$ cat src/rtl/hamming84_stream_encoder.sv
// Streaming Hamming(8,4) SECDED encoder: byte in, two codewords out, low nibble first.
// Optional error injection is enabled by defining HAMMING_ERR_INJECT_EN.
module hamming84_stream_encoder #(
  parameter int CNT_W = 16
) (
  input  logic             clk,
  input  logic             rst,
  input  logic [7:0]       in_data,
  input  logic             in_valid,
  output logic             in_ready,
  output logic [7:0]       out_data,
  output logic             out_valid,
  input  logic             out_ready,
  output logic             out_last,
  output logic [CNT_W-1:0] cw_count
`ifdef HAMMING_ERR_INJECT_EN
  ,
  input  logic [7:0]       inj_mask
`endif
);

  typedef enum logic [1:0] {
    IDLE = 2'd0,
    LO   = 2'd1,
    HI   = 2'd2
  } state_e;

  function automatic logic [7:0] enc(input logic [3:0] d);
    logic [6:0] c;
    c[0] = d[0] ^ d[1] ^ d[3];
    c[1] = d[0] ^ d[2] ^ d[3];
    c[2] = d[0];
    c[3] = d[1] ^ d[2] ^ d[3];
    c[4] = d[1];
    c[5] = d[2];
    c[6] = d[3];
    return {^c, c};
  endfunction

  state_e           state_q, state_d;
  logic [7:0]       data_q, data_d;
  logic [3:0]       hi_q, hi_d;
  logic [CNT_W-1:0] cnt_q, cnt_d;
  logic [7:0]       lo_cw, hi_cw;
  logic             accept, take;

`ifdef HAMMING_ERR_INJECT_EN
  logic [7:0] mask_q, mask_d;
`endif

  assign accept = in_valid & in_ready;
  assign take   = out_valid & out_ready;

  always_ff @(posedge clk or posedge rst) begin
    if (rst) begin
      state_q <= IDLE;
    end else begin
      state_q <= state_d;
    end
  end

  always_comb begin
    state_d = state_q;
    unique case (state_q)
      IDLE: if (accept) state_d = LO;
      LO:   if (out_ready) state_d = HI;
      HI:   if (out_ready) state_d = accept ? LO : IDLE;
      default: state_d = IDLE;
    endcase
  end

  always_comb begin
    in_ready  = (state_q == IDLE) | ((state_q == HI) & out_ready);
    out_valid = (state_q != IDLE);
    out_last  = (state_q == HI);
  end

  // Mask is applied as each codeword is loaded, never on the output path.
  always_comb begin
    lo_cw = enc(in_data[3:0]);
    hi_cw = enc(hi_q);
`ifdef HAMMING_ERR_INJECT_EN
    lo_cw = lo_cw ^ inj_mask;
    hi_cw = hi_cw ^ mask_q;
`endif
  end

  always_comb begin
    data_d = data_q;
    hi_d   = hi_q;
    cnt_d  = cnt_q + {{(CNT_W-1){1'b0}}, take};
`ifdef HAMMING_ERR_INJECT_EN
    mask_d = mask_q;
    if (accept) mask_d = inj_mask;
`endif
    if (accept) hi_d = in_data[7:4];
    unique case (state_q)
      IDLE: if (accept) data_d = lo_cw;
      LO:   if (out_ready) data_d = hi_cw;
      HI:   if (out_ready) data_d = accept ? lo_cw : 8'h00;
      default: data_d = 8'h00;
    endcase
  end

  always_ff @(posedge clk or posedge rst) begin
    if (rst) begin
      data_q <= 8'h00;
      hi_q   <= 4'h0;
      cnt_q  <= '0;
`ifdef HAMMING_ERR_INJECT_EN
      mask_q <= 8'h00;
`endif
    end else begin
      data_q <= data_d;
      hi_q   <= hi_d;
      cnt_q  <= cnt_d;
`ifdef HAMMING_ERR_INJECT_EN
      mask_q <= mask_d;
`endif
    end
  end

  assign out_data = data_q;
  assign cw_count = cnt_q;

endmodule

$ cat config.mk
export PLATFORM = sky130hd
export DESIGN_NAME = hamming84_stream_encoder
export DESIGN_NICKNAME = d
export VERILOG_FILES = /design/src/rtl/hamming84_stream_encoder.sv
export SDC_FILE = /design/constraint.sdc
export NUM_CORES = 1
export LEC_CHECK = 0
export ABC_AREA = 1
export CORE_MARGIN = 8
export CORE_UTILIZATION = 56
export CTS_BUF_LIST = sky130_fd_sc_hd__clkbuf_8
export DETAILED_ROUTE_END_ITERATION = 8
export PLACE_DENSITY = 0.88
export SETUP_SLACK_MARGIN = 0.5
export SLEW_MARGIN = 10
export SYNTH_ARGS = -nofsm -noshare
export SYNTH_HDL_FRONTEND = slang
export SYNTH_SLANG_ARGS = --single-unit
export TNS_END_PERCENT = 100
$ cat constraint.sdc
create_clock -name clk -period 4.2 [get_ports clk]
set_input_delay 0.84 -clock clk [delete_from_list [all_inputs] [get_ports clk]]
set_output_delay 0.84 -clock clk [all_outputs]
set_load 0.1 [all_outputs]
======== Word level (Yosys, flattened, before mapping) ========
Index checks and enable logic that the tools add are counted.
word-level totals
  output and inout port bits .............. 27
  register bits after elaboration ......... 30
cells by class
  add/subtract/negate cells ............... 1
  multiplexer cells ....................... 10
  equality and inequality tests ........... 5
  bitwise gates (word level) .............. 16
  reductions and logical operators ........ 5
operators by type and width
  operator                                                               number
  8-bit two-way mux                                                      4
  8-bit one-hot mux with 3 select lines                                  1
  16-bit by 1-bit adder with 16-bit output                               1
  7-bit XOR reduction                                                    2
  1-bit bitwise XOR                                                      12
  2-bit two-way mux                                                      3
  2-bit inequality test, second input constant                           3
  2-bit one-hot mux with 3 select lines                                  1
  1-bit bitwise AND                                                      3
  3-bit AND reduction                                                    1
  2-bit by 1-bit equality test with 1-bit output, second input constant  1
  2-bit equality test, second input constant                             1
  2-bit zero test                                                        1
  2-bit nonzero test                                                     1
  1-bit two-way mux                                                      1
  1-bit OR                                                               1

======== Longest topological paths before layout ========
  depth after elaboration ................. 7
  depth in mapped cells ................... 10
  gate-level depth less buffers ........... 10

======== Worst setup path before layout ========
OpenSTA, ideal clock, no wires.
  path kind ............................... register to output
  start point ............................. register state_q[1]
  end point ............................... output port out_last
  setup slack ............................. 1.623 ns
  stages on the path, launching flop included .. 3
  required time ........................... 3.360 ns
  arrival time ............................ 1.737 ns
  path through ............................ dfrtp_1 -> inv_1 -> nor2_1
between the ends
  word-level cells in the longest chain between the ends .. 1
RTL lines
  what                    line  source
  from (decl)             40    state_e state_q, state_d;
  from (signal assigned)  58    state_q <= state_d;
  2-bit equality test     75    out_last = (state_q == HI);
  to (decl)               14    output logic out_last,
No other way between the ends.

======== Final worst setup path ========
Same ends and word-level chain as after synthesis.

==> results summary <==
The maximum clock frequency is 346 MHz. The run finished with clean final reports. The total clock buffers created by CTS came out at 5.

STA classifies the critical path startpoint as a flop. The die covers 0.00509 sq mm. The hold buffer count at CTS came out at 0. The sequential cell fraction of total power is 25.4%.

In this run the count of I/O pins placed on the die edge is 39. The post-synthesis net count came out at 232. The routability congestion estimate from global placement is 0.890. The H-tree depth reported by CTS came out at 2. The highest layer touched by signal routing is met4. The HPWL after detailed placement is 2.98 mm. The register bit count reported by yosys is 30. The power density normalized to cell area is 843 mW/mm^2.

The arrival time of data at the critical path endpoint came out at 2050 ps. The end point of the worst hold path is out_data[3]$_DFFE_PP0P_. The horizontal die dimension is 71.3 um.

For this run, the post-layout net count is 277. The reg-to-reg endpoint is cw_count[12]$_DFF_PP0_. The routed wire length came out at 3.69 mm.

The max-slew violation count is 0. The power after layout came out at 1.88 mW. The number of iterations in the first detailed-routing pass came out at 5.

The share of power burned in the clock network is 14.8%. The detailed-route DRC error count came out at 0. The classification of the worst setup path is flop to primary output.

The cell sitting at the root of the clock tree is a sky130_fd_sc_hd__clkbuf_8. The overall via count from detail_route is 1,515. The top cell types in the final layout, fill and taps aside, are sky130_fd_sc_hd__nand2_1 (78), sky130_fd_sc_hd__clkdlybuf4s50_1 (37), sky130_fd_sc_hd__dfrtp_1 (30).

The total overflow left after global routing is 0. Setup repair after global routing left no endpoint under its margin. In this run the critical register-to-register path is launched from state_q[1]$_DFFE_PP0P_. The number of diodes is 0. The global-route wire length before repair is 6.31 mm. The area occupied by registers is 751 sq um.

For this block, the initial DRC count from the detailed router was 65. The summed negative setup slack over all endpoints came out at 0 ps. For the pin with the worst max-slew slack, the measured transition is 977 ps. The cell depth of the worst flop-to-flop path came out at 8. The peak ir drop on the vdd network is 576 uV. The startpoint identified for the worst hold timing path is out_data[3]$_DFFE_PP0P_. The number of cells in the design after placement came out at 289. The combined area of the multi-input logic cells came out at 837 sq um. At the later pin of the worst-skew pair, clock insertion delay measures 280 ps. The clock period could shrink to 2890 ps. The count of cells along the worst hold path is 2. From synthesis to final layout, the design area changed by 30.1%.

The sequential share of the synthesized area came out at 43.8%. Of the total power, the share spent switching nets is 56.2%. The setup check on the worst reg-to-reg path leaves a slack of 2460 ps.

The average cell area after synthesis is 7.87 sq um. The number of warnings issued by yosys is 0. The proportion of layout cells with a drive suffix above 1 came out at 15.2%.

The met2 wirelength from detailed routing came out at 1.82 mm. The net switching component of the power came out at 1.06 mW. Leaving out fill and tap cells, the most frequent cell in the layout is sky130_fd_sc_hd__nand2_1.

The routed wire length on met3 came out at 221 um. The detailed-routing wirelength on met1 came out at 1.58 mm. The number of sinks driven by the clock tree is 30. Setup violations remaining at the end of the flow were counted as 0. The CTS clock-pin slew for the worst setup and hold paths came out at 60 ps. The number of violations of the max-capacitance limit came out at 0. After clock tree synthesis, the setup repair step added 0 buffers. The worst setup path is captured at a primary output. After technology mapping, the gate count stands at 218.

Once layout is complete, the cells apart from fillers number 297. In this run, the combinational gates consume 59.8% of the power. The summed instance area of the synthesized netlist is 0.00172 sq mm. The analysis attributes to cell leakage a power of 1.10 nW. After detailed routing, the average wire length per cell comes to 12.4 um. The maximum clock path buffer count is 2. After layout, the worst path uses 68.7% of the clock period. The placeable core region came out at 0.00298 sq mm. Once detail routing completed, the nets flagged for antenna violations numbered 0. The number of antenna violations at the first check in global routing is 0.

The worst pin sits at a relative slew slack of 34.7%. The number of gates resized after CTS was 0. The chip height is 71.3 um. TritonCTS built the clock tree.

In the routed layout, each cell is associated on average with a via count of 5.10. The worst hold path belongs to the class flop to flop. Across the routed clock network, the largest skew measured is 7.34 ps. The number of global-route vias before repair is 1,500. The worst-case hold slack came out at 479 ps. The number of placement rows came out at 20.

Once routing completed, OpenROAD measured the worst setup slack at 1310 ps. For this configuration, the core starts out at a cell density of 57.6%. The critical path required time is 3360 ps. The internal power summed over all cells came out at 0.823 mW. The pin count of the biggest net entering global routing came out at 18.

The number of hold violations in the final report came to 0. The layout has 236 filler cells. Before CTS, the worst setup slack after placement is 1420 ps.

The highest fanout seen on the critical path came out at 6. The count of different cell masters after synthesis came out at 24. The global routing usage summed across all routing layers is 15.5%.

The number of I/O port buffers came out at 38.
[layout make-up]
cell class | instances | area share [%]
repair buffers | 39 | 17.3
inverters | 28 | 4.82
clock inverters | 3 | 1.79
well taps | 33 | 1.85
flip-flops and latches | 30 | 33.7
multi-input cells | 159 | 37.5
clock buffers | 5 | 3.08
[worst max-delay path, stage by stage (launching register included)]
cell and delay (ps):
sky130_fd_sc_hd__dfrtp_1 450, sky130_fd_sc_hd__inv_1 90, sky130_fd_sc_hd__nor2_1 90, sky130_fd_sc_hd__clkdlybuf4s50_1 1130
[cells in the mapped netlist]
cell type,count,area share [%]
sky130_fd_sc_hd__nand2_4,1,0.66
sky130_fd_sc_hd__o21ai_2,5,2.6
sky130_fd_sc_hd__inv_4,1,0.36
sky130_fd_sc_hd__inv_2,5,1.1
sky130_fd_sc_hd__nor2_4,2,1.3
sky130_fd_sc_hd__buf_12,1,1.2
sky130_fd_sc_hd__o21ai_0,2,0.58
sky130_fd_sc_hd__a21oi_1,1,0.29
sky130_fd_sc_hd__xnor2_1,4,2.0
sky130_fd_sc_hd__nand3b_1,1,0.44
sky130_fd_sc_hd__nand3_2,7,4.1
sky130_fd_sc_hd__nor2_2,3,1.1
sky130_fd_sc_hd__nor2_1,11,2.4
sky130_fd_sc_hd__inv_1,22,4.8
sky130_fd_sc_hd__ha_1,2,1.5
sky130_fd_sc_hd__nand3_1,22,6.4
sky130_fd_sc_hd__nand2_2,5,1.8
sky130_fd_sc_hd__dfrtp_1,30,44
sky130_fd_sc_hd__o21ai_1,1,0.29
sky130_fd_sc_hd__xor2_1,6,3.1
sky130_fd_sc_hd__nor3_1,5,1.5
sky130_fd_sc_hd__nand3_4,1,1.0
sky130_fd_sc_hd__nand2_1,78,17
sky130_fd_sc_hd__nand4_1,2,0.73
[per-layer routing]
metal  vias up  track usage, %
met5         -               0
met4         0            6.70
met3         8            5.44
met2        46            27.0
met1       687            16.5
li1        774               -
[how the worst max path moves through the flow]
stage / startpoint / to / slack, ps / depth (start not counted)
floorplan: state_q[1]$_DFFE_PP0P_ / out_last / 1620 / 2
global placement: out_ready / in_ready / 1440 / 6
detailed placement: out_ready / in_ready / 1420 / 6
CTS: state_q[1]$_DFFE_PP0P_ / out_last / 1300 / 3
global route: state_q[1]$_DFFE_PP0P_ / out_last / 1260 / 3
finish: state_q[1]$_DFFE_PP0P_ / out_last / 1310 / 3
[stage by stage]
stage | utilization (%) | cell area [sq um]
2_1_floorplan | - | 1720
3_3_place_gp | 71.3 | 2120
3_5_place_dp | 71.3 | 2120
4_1_cts | 74.9 | 2230
5_1_grt | 74.9 | 2230
6_report | 74.9 | 2230
[flip-flops by register name, summed over array words and instances, names as in the netlist]
| signal | cells |
|---|---|
| state_q | 2 |
| cw_count | 16 |
| hi_q | 4 |
| out_data | 8 |
[power by group through the flow]
stage	Clock, mW	Combinational (mW)	Sequential, mW
floorplan	0	0.441	0.925
global placement	0	1.12	0.482
detailed placement	0	1.13	0.482
CTS	0.288	1.14	0.477
global route	0.298	1.19	0.493
finish	0.279	1.12	0.477
[kinds of logic after synthesis]
| family | count (synthesis) | share of synthesized area (%) |
|---|---|---|
| XOR/XNOR | 10 | 5.11 |
| flip-flops | 30 | 43.8 |
| adder cells (fa/ha/maj) | 2 | 1.46 |
| AO/OA/AOI/OAI | 9 | 3.72 |
| AND/OR/NAND/NOR | 138 | 38.5 |
| buffers and inverters | 29 | 7.44 |
(Power assumes the default switching activity.)
